$ cat config.mk
export PLATFORM = sky130hd
export DESIGN_NAME = mem_access_stage
export DESIGN_NICKNAME = d
export VERILOG_FILES = /design/src/rtl/mem_access_stage.sv
export SDC_FILE = /design/constraint.sdc
export NUM_CORES = 1
export LEC_CHECK = 0
export CORE_MARGIN = 2
export CORE_UTILIZATION = 40
export CTS_BUF_LIST = sky130_fd_sc_hd__clkbuf_4
export DETAILED_ROUTE_END_ITERATION = 16
export PLACE_DENSITY = 0.73
export SETUP_SLACK_MARGIN = 0.3
export SYNTH_ARGS = -nofsm -noshare
export SYNTH_HDL_FRONTEND = slang
export SYNTH_SLANG_ARGS = --single-unit
export TNS_END_PERCENT = 10
$ cat constraint.sdc
create_clock -name clk -period 6.6 [get_ports clk]
set_input_delay 1.65 -clock clk [delete_from_list [all_inputs] [get_ports clk]]
set_output_delay 1.65 -clock clk [all_outputs]
set_load 0.01 [all_outputs]
$ cat src/rtl/mem_access_stage.sv
// Memory-access stage: data-memory req/ack handshake, upstream stall, store lane replication, load extraction.
// Define MEM_ACCESS_TIMEOUT_EN to abort an access after TIMEOUT_CYCLES cycles without DM_ACK.
module mem_access_stage #(
  parameter int DW             = 32,
  parameter int TIMEOUT_CYCLES = 255
) (
  input  logic          clk,
  input  logic          rst_n,
  input  logic          EX_VALID,
  input  logic [DW-1:0] EX_ALU_RES,
  input  logic [DW-1:0] EX_STORE_DATA,
  input  logic          EX_MEM_RD,
  input  logic          EX_MEM_WR,
  input  logic [1:0]    EX_MEM_SIZE,
  input  logic          EX_MEM_UNSIGNED,
  input  logic          EX_RF_D_SEL,
  output logic          MEM_STALL,
  output logic          DM_REQ,
  output logic          DM_WE,
  output logic [DW-1:0] DM_ADDR,
  output logic [DW-1:0] DM_WDATA,
  output logic [3:0]    DM_BE,
  input  logic          DM_ACK,
  input  logic [DW-1:0] DM_RDATA,
  output logic          MEM_VALID,
  output logic [DW-1:0] MEM_ALU_RES,
  output logic [DW-1:0] MEM_DM_Q,
  output logic          MEM_RF_D_SEL,
  output logic          MEM_MISALIGN,
  output logic          MEM_TIMEOUT
);

  if (DW != 32) begin : g_dw_check
    $error("mem_access_stage supports only DW = 32");
  end
  if (TIMEOUT_CYCLES < 1 || TIMEOUT_CYCLES > 255) begin : g_timeout_check
    $error("mem_access_stage TIMEOUT_CYCLES must be in 1..255");
  end

  typedef enum logic {IDLE, ACCESS} state_e;

  function automatic logic [3:0] byte_enables(input logic [1:0] size, input logic [1:0] a);
    case (size)
      2'b00:   byte_enables = 4'b0001 << a;
      2'b01:   byte_enables = 4'b0011 << {a[1], 1'b0};
      default: byte_enables = 4'b1111;
    endcase
  endfunction

  function automatic logic [31:0] lane_data(input logic [1:0] size, input logic [31:0] d);
    case (size)
      2'b00:   lane_data = {4{d[7:0]}};
      2'b01:   lane_data = {2{d[15:0]}};
      default: lane_data = d;
    endcase
  endfunction

  function automatic logic [31:0] extract_load(input logic [1:0] size, input logic [1:0] a,
                                               input logic uns, input logic [31:0] rdata);
    logic [7:0]  b;
    logic [15:0] h;
    b = rdata[{a, 3'b000} +: 8];
    h = rdata[{a[1], 4'b0000} +: 16];
    case (size)
      2'b00:   extract_load = {{24{b[7] & ~uns}}, b};
      2'b01:   extract_load = {{16{h[15] & ~uns}}, h};
      default: extract_load = rdata;
    endcase
  endfunction

  state_e      state_q, state_d;
  logic        dm_req_q, dm_req_d;
  logic        dm_we_q, dm_we_d;
  logic [31:0] dm_addr_q, dm_addr_d;
  logic [31:0] dm_wdata_q, dm_wdata_d;
  logic [3:0]  dm_be_q, dm_be_d;
  logic        mem_valid_q, mem_valid_d;
  logic [31:0] mem_alu_res_q, mem_alu_res_d;
  logic [31:0] mem_dm_q_q, mem_dm_q_d;
  logic        mem_rf_d_sel_q, mem_rf_d_sel_d;
  logic        mem_misalign_q, mem_misalign_d;
  logic        mem_timeout_q, mem_timeout_d;
  // Instruction context captured at acceptance, retired when the access ends.
  logic [31:0] pend_alu_res_q, pend_alu_res_d;
  logic        pend_rf_d_sel_q, pend_rf_d_sel_d;
  logic [1:0]  pend_size_q, pend_size_d;
  logic        pend_unsigned_q, pend_unsigned_d;
  logic        pend_load_q, pend_load_d;
  logic        stall;
`ifdef MEM_ACCESS_TIMEOUT_EN
  localparam logic [7:0] TIMEOUT_VAL = 8'(TIMEOUT_CYCLES);
  logic [7:0]  cnt_q, cnt_d;
`endif

  logic ex_mem_op, ex_misalign;
  assign ex_mem_op   = EX_MEM_RD | EX_MEM_WR;
  assign ex_misalign = ((EX_MEM_SIZE == 2'b01) && EX_ALU_RES[0]) ||
                       (EX_MEM_SIZE[1] && (EX_ALU_RES[1:0] != 2'b00));

  always_comb begin
    // NOTE: every signal written here gets a default first, so no path can infer a latch.
    state_d         = state_q;
    dm_req_d        = dm_req_q;
    dm_we_d         = dm_we_q;
    dm_addr_d       = dm_addr_q;
    dm_wdata_d      = dm_wdata_q;
    dm_be_d         = dm_be_q;
    mem_valid_d     = 1'b0;
    mem_alu_res_d   = mem_alu_res_q;
    mem_dm_q_d      = mem_dm_q_q;
    mem_rf_d_sel_d  = mem_rf_d_sel_q;
    mem_misalign_d  = 1'b0;
    mem_timeout_d   = 1'b0;
    pend_alu_res_d  = pend_alu_res_q;
    pend_rf_d_sel_d = pend_rf_d_sel_q;
    pend_size_d     = pend_size_q;
    pend_unsigned_d = pend_unsigned_q;
    pend_load_d     = pend_load_q;
    stall           = 1'b0;
`ifdef MEM_ACCESS_TIMEOUT_EN
    cnt_d           = cnt_q;
`endif

    unique case (state_q)
      IDLE: begin
        if (EX_VALID) begin
          if (!ex_mem_op || ex_misalign) begin
            mem_valid_d    = 1'b1;
            mem_alu_res_d  = EX_ALU_RES;
            mem_rf_d_sel_d = EX_RF_D_SEL;
            mem_dm_q_d     = '0;
            mem_misalign_d = ex_mem_op;
          end else begin
            stall           = 1'b1;
            state_d         = ACCESS;
            dm_req_d        = 1'b1;
            dm_we_d         = EX_MEM_WR;
            dm_addr_d       = {EX_ALU_RES[31:2], 2'b00};
            dm_be_d         = byte_enables(EX_MEM_SIZE, EX_ALU_RES[1:0]);
            dm_wdata_d      = lane_data(EX_MEM_SIZE, EX_STORE_DATA);
            pend_alu_res_d  = EX_ALU_RES;
            pend_rf_d_sel_d = EX_RF_D_SEL;
            pend_size_d     = EX_MEM_SIZE;
            pend_unsigned_d = EX_MEM_UNSIGNED;
            pend_load_d     = EX_MEM_RD & ~EX_MEM_WR;
`ifdef MEM_ACCESS_TIMEOUT_EN
            cnt_d           = '0;
`endif
          end
        end
      end
      ACCESS: begin
        if (DM_ACK) begin
          state_d        = IDLE;
          dm_req_d       = 1'b0;
          dm_we_d        = 1'b0;
          mem_valid_d    = 1'b1;
          mem_alu_res_d  = pend_alu_res_q;
          mem_rf_d_sel_d = pend_rf_d_sel_q;
          mem_dm_q_d     = pend_load_q ? extract_load(pend_size_q, pend_alu_res_q[1:0],
                                                      pend_unsigned_q, DM_RDATA) : '0;
`ifdef MEM_ACCESS_TIMEOUT_EN
        end else if (cnt_q == TIMEOUT_VAL) begin
          state_d        = IDLE;
          dm_req_d       = 1'b0;
          dm_we_d        = 1'b0;
          mem_valid_d    = 1'b1;
          mem_timeout_d  = 1'b1;
          mem_alu_res_d  = pend_alu_res_q;
          mem_rf_d_sel_d = pend_rf_d_sel_q;
          mem_dm_q_d     = '0;
        end else begin
          stall = 1'b1;
          cnt_d = cnt_q + 8'd1;
`else
        end else begin
          stall = 1'b1;
`endif
        end
      end
    endcase
  end

  // NOTE: sequential state uses non-blocking assignments so every flop samples pre-edge values.
  always_ff @(posedge clk or negedge rst_n) begin
    if (!rst_n) begin
      state_q         <= IDLE;
      dm_req_q        <= 1'b0;
      dm_we_q         <= 1'b0;
      dm_addr_q       <= '0;
      dm_wdata_q      <= '0;
      dm_be_q         <= '0;
      mem_valid_q     <= 1'b0;
      mem_alu_res_q   <= '0;
      mem_dm_q_q      <= '0;
      mem_rf_d_sel_q  <= 1'b0;
      mem_misalign_q  <= 1'b0;
      mem_timeout_q   <= 1'b0;
      pend_alu_res_q  <= '0;
      pend_rf_d_sel_q <= 1'b0;
      pend_size_q     <= '0;
      pend_unsigned_q <= 1'b0;
      pend_load_q     <= 1'b0;
`ifdef MEM_ACCESS_TIMEOUT_EN
      cnt_q           <= '0;
`endif
    end else begin
      state_q         <= state_d;
      dm_req_q        <= dm_req_d;
      dm_we_q         <= dm_we_d;
      dm_addr_q       <= dm_addr_d;
      dm_wdata_q      <= dm_wdata_d;
      dm_be_q         <= dm_be_d;
      mem_valid_q     <= mem_valid_d;
      mem_alu_res_q   <= mem_alu_res_d;
      mem_dm_q_q      <= mem_dm_q_d;
      mem_rf_d_sel_q  <= mem_rf_d_sel_d;
      mem_misalign_q  <= mem_misalign_d;
      mem_timeout_q   <= mem_timeout_d;
      pend_alu_res_q  <= pend_alu_res_d;
      pend_rf_d_sel_q <= pend_rf_d_sel_d;
      pend_size_q     <= pend_size_d;
      pend_unsigned_q <= pend_unsigned_d;
      pend_load_q     <= pend_load_d;
`ifdef MEM_ACCESS_TIMEOUT_EN
      cnt_q           <= cnt_d;
`endif
    end
  end

  // Stall is combinational, so it is gated by reset to read 0 while rst_n is low.
  assign MEM_STALL    = stall & rst_n;
  assign DM_REQ       = dm_req_q;
  assign DM_WE        = dm_we_q;
  assign DM_ADDR      = dm_addr_q;
  assign DM_WDATA     = dm_wdata_q;
  assign DM_BE        = dm_be_q;
  assign MEM_VALID    = mem_valid_q;
  assign MEM_ALU_RES  = mem_alu_res_q;
  assign MEM_DM_Q     = mem_dm_q_q;
  assign MEM_RF_D_SEL = mem_rf_d_sel_q;
  assign MEM_MISALIGN = mem_misalign_q;
  assign MEM_TIMEOUT  = mem_timeout_q;

endmodule

# After elaboration in Yosys (flattened, before gate mapping)

Cells that the tools add are included.
Widths: inputs -> output; s select.

Logic and storage cells: 80
Register bits after elaboration: 173
Output and inout port bits: 139
Input port bits: 106

Equality and inequality tests: 6
Mux-type cells: 34
Bitwise gates (word level): 9
Reductions and logical operators: 11
Shift operators: 4

Operator list:

| cell                | number |
|---|---|
| $pmux 32 s2         | 4 |
| $mux 32             | 7 |
| $shiftx 32x6->16    | 1 |
| $shiftx 32x6->8     | 1 |
| $mux 1              | 17 |
| $pmux 1 s2          | 5 |
| $reduce_and 3->1    | 3 |
| $ne 2x2->1 const B  | 4 |
| $pmux 4 s2          | 1 |
| $and 1x1->1         | 4 |
| $eq 2x1->1 const B  | 2 |
| $logic_not 2->1     | 2 |
| $not 1->1           | 4 |
| $shl 1x2->4 const A | 1 |
| $shl 2x2->4 const A | 1 |
| $logic_and 1x1->1   | 2 |
| $logic_or 1x1->1    | 2 |
| $reduce_bool 2->1   | 1 |
| $logic_not 1->1     | 1 |
| $or 1x1->1          | 1 |

# Depth between registers and ports, before layout

Depth in word-level cells: 8
Gate-level depth with buffers: 8
Gate-level depth less buffers: 4

# Worst setup path before layout

No wires, ideal clock.

Kind: input to output
Start: input port EX_ALU_RES[0]
End: output port MEM_STALL
Required time: 4950 ps
Arrival: 2979 ps
Cell stages on the path: 5
Setup slack: 1971 ps
Path buffers: 1
Path through: buf_2 or2_4 a2111oi_4 a21o_1 and2_1

Word-level cells in the longest chain between the ends: 8
Elaborated cells between the ends (all ways): 9
Classes of those cells: mux: 3; bitwise: 1; reduce/logical: 5

RTL lines:

| item               | line | RTL |
|---|---|---|
| from (decl)        | 10   | `input logic [DW-1:0] EX_ALU_RES,` |
| $reduce_bool 2->1  | 98   | `(EX_MEM_SIZE[1] && (EX_ALU_RES[1:0] != 2'b00));` |
| $logic_and 1x1->1  | 98   |  |
| $logic_or 1x1->1 * | 97   | `assign ex_misalign = ((EX_MEM_SIZE == 2'b01) && EX_ALU_RES[0]) \|\|` |
| $logic_or 1x1->1 * | 127  | `if (!ex_mem_op \|\| ex_misalign) begin` |
| $mux 1 *           | 127  |  |
| $mux 1 *           | 126  | `if (EX_VALID) begin` |
| $pmux 1 s2 *       | 124  | `unique case (state_q)` |
| named net stall    | 89   | `logic stall;` |
| $and 1x1->1 *      | 232  | `assign MEM_STALL = stall & rst_n;` |
| to (decl)          | 17   | `output logic MEM_STALL,` |

Mark *: on every way through the listed nets, which the timed path passes. The rest lies on a longest branch.

# Final worst setup path

Ends and elaborated chain as after synthesis.

==> summary.md <==
| Metric | Value |
|---|---|
| Antenna Violating Nets Remaining | `0` |
| Critical Path RT | `4.95 ns` |
| Layout cells sized above 1 | `0.0565` |
| CP peak stage delay | `0.58 ns` |
| Hold endpoint | `MEM_ALU_RES[29]` |
| Port bufs | `241` |
| Total number of vias | `5,274` |
| Worst r2r dst | `MEM_DM_Q[23]` |
| Measured slew at the worst slew-check pin | `about 1.2 ns` |
| CTS buffer count | `17` |
| Max stage delay cell, worst path | `clkdlybuf4s50_1` |
| R2R setup slack | `3.67 ns` |
| CP most frequent cell | `clkdlybuf4s50_1` |
| Hold_sp | `MEM_ALU_RES[29]` |
| CTS Hold Bufs | `0` |
| Total Nets Final | `908` |
| Core area | `16,600 sq um` |
| First-pass GRT wire length | `just under 30,000 um` |
| Final Hold Vio Count | `0` |
| Met2 routed WL | `9140 um` |
| Max Cap Viol | `0` |
| Total power | `2920 uW` |
| Initial Util | `0.410` |
| Root Buffer | `clkbuf_4` |
| Status | `completed` |
| Power per Cell Area | `310 nW/um^2` |
| Worst IR Drop VDD | `145 uV` |
| # DRC | `0` |
| GRT Overall Usage | `0.206` |
| Post-route cell area | `9420 sq um` |
| FP Rows | `47` |
| Layout area overhead | `38.6%` |
| Top_reg_cell synth | `dfrtp_1` |
| Metal3 WL | `~1300 um` |
| Post-synthesis sequential area ratio | `0.527` |
| Crit path cell chain | `clkdlybuf4s50_1 > or2_4 > a2111oi_4 > a21o_1 > and2_1 > clkdlybuf4s50_1` |
| CP Launch Type | `input pin` |
| Largest net degree at the start of global routing | `100` |
| GRT overflow | `0` |
| Gpl congestion | `0.765` |
| Final Hold Slack | `slightly below 0.5 ns` |
| Synthesized flop and latch total | `143` |
| Kind of critical path | `input pin to primary output` |
| Hold Path Cell Cnt | `2` |
| Initial antenna violation count | `1` |
| TritonCTS Sinks | `143` |
| I/O pins | `245` |
| WL final | `around 18,000 um` |
| Commonest non-fill, non-tap cell in the layout | `clkdlybuf4s50_1` |
| Worst slew margin | `0.212` |
| Die W | `approximately 130 um` |
| Avg Cell Area, Syn | `~11 sq um` |
| R2R depth | `4` |
| Post-layout min period | `approximately 5.4 ns` |
| Mapped Area | `between 6000 and 7000 sq um` |
| Post-synth EDFFs | `0` |
| Crit-path max FO | `10` |
| Drt wl/cell | `roughly 18 um` |
| Post-CTS Resized | `0` |
| Detailed placement HPWL | `13,000 um` |
| Clock Path Buffers | `2` |
| Final core utilization | `0.568` |
| Final Setup Violations | `0` |
| Setup Skew | `0.0230 ns` |
| Met1 wire length | `7380 um` |
| Hold crit path type | `flop to flop` |
| Most frequent cells in the layout | `clkdlybuf4s50_1, dfrtp_1, mux2i_1` |
| Initial DRC count | `242` |
| Count of cell types in the netlist | `42` |
| Post-DP Area | `9090 sq um` |
| Clock transition at path regs | `0.12 ns` |
| Post-CTS Setup Inserts | `0` |
| Post-route setup TNS | `0 ns` |
| Pins Over Slew Limit | `0` |
| Top layer in use | `met4` |
| Leakage | `0.00401 uW` |
| Post-Synthesis Cells | `610` |
| # H-tree levels | `4` |
| WP data arrival | `approximately 3.8 ns` |
| Vias in the first global route | `5,509` |
| CTS tree | `built` |
| Die height | `between 100 and 150 um` |
| Clock insertion delay at the later pin of the skew report | `0.54 ns` |
| RSZ-0062 raised after global routing | `false` |
| Ys Warns | `0` |
| Final period utilization | `0.818` |
| Fraction of registers with async set/reset | `1.00` |
| Crit. End Element | `primary output` |
| Via density | `5.10` |
| R2R Path Start | `state_q` |
| Initial DRT Pass Iterations | `4` |
| Maximum clock rate | `185 MHz` |
| Die area | `18,000 sq um` |
-- cells in the mapped netlist (all sizes together), types with 2 or more instances --
cell	number	area, sq um
a21oi	34	170
a21o	3	22.5
dfrtp	143	3580
o211ai	3	22.5
mux2	53	597
mux2i	72	721
nand2	64	240
a22oi	2	15.0
o32ai	7	61.3
buf	53	379
nor3	3	15.0
a221o	16	160
clkbuf	25	93.8
o21ai	63	315
nor2	19	71.3
or2	4	27.5
nand3	8	40.0
and2	2	12.5
inv	10	37.5
nor2b	9	56.3
-- cells by family after synthesis --
group,after synthesis,share of synthesized area
buf+inv,88,0.0751
other cells,1,0.000552
flops,143,0.527
xor+xnor,1,0.00129
mux,125,0.194
compound gates,135,0.124
simple gates,117,0.0784
-- flip-flops by register name, indices dropped and copies added (netlist names) --
signal	flops
pend_alu_res_q	32
DM_WE	1
MEM_DM_Q	32
state_q	1
MEM_VALID	1
pend_load_q	1
pend_unsigned_q	1
pend_size_q	2
DM_WDATA	32
MEM_ALU_RES	32
MEM_MISALIGN	1
DM_BE	4
pend_rf_d_sel_q	1
DM_REQ	1
MEM_RF_D_SEL	1
-- area by class of cell --
| class | count | area (sq um) |
|---|---|---|
| diodes | 1 | 2.50 |
| clock buffers | 18 | 135 |
| clock inverters | 13 | 194 |
| fillers | 1446 | 7160 |
| inverters | 10 | 37.5 |
| multi-input cells | 381 | 2720 |
| flip-flops and latches | 143 | 3580 |
| well taps | 220 | 275 |
| repair buffers | 249 | 2470 |
-- critical path: cells and delay by family --
family	cells	cell delay [ns]
and+or+nand+nor	2	0.46
buffers and inverters	2	1.14
AOI/OAI and AO/OA	2	0.49
-- per-stage QoR --
step / setup WS, ns / std cells
3_3_place_gp: 1.21 / 1003
4_1_cts: 1.17 / 1034
3_5_place_dp: 1.18 / 1003
5_1_grt: 1.08 / 1035
2_1_floorplan: 1.97 / 612
6_report: 1.20 / 1035
-- routing by layer --
metal,up-vias,GRT usage
li1,2504,-
met1,2574,0.244
met2,172,0.355
met3,24,0.0624
met4,0,0.0772
met5,-,0
-- report_power, final --
part           leakage [uW]  switching, uW  internal, uW
clock network      0.000170            320           337
registers           0.00175            169          1090
logic               0.00208            422           586
total               0.00401            911          2010
-- worst max path at each step --
| stage | slack [ns] | end | startpoint | cells after the start |
|---|---|---|---|---|
| global placement | 1.21 | MEM_STALL | EX_ALU_RES[0] | 6 |
| global route | 1.08 | MEM_STALL | EX_ALU_RES[0] | 6 |
| CTS | 1.17 | MEM_STALL | EX_ALU_RES[0] | 6 |
| finish | 1.20 | MEM_STALL | EX_ALU_RES[0] | 6 |
| floorplan | 1.97 | MEM_STALL | EX_ALU_RES[0] | 5 |
| detailed placement | 1.18 | MEM_STALL | EX_ALU_RES[0] | 6 |
(Power assumes the default switching activity.)
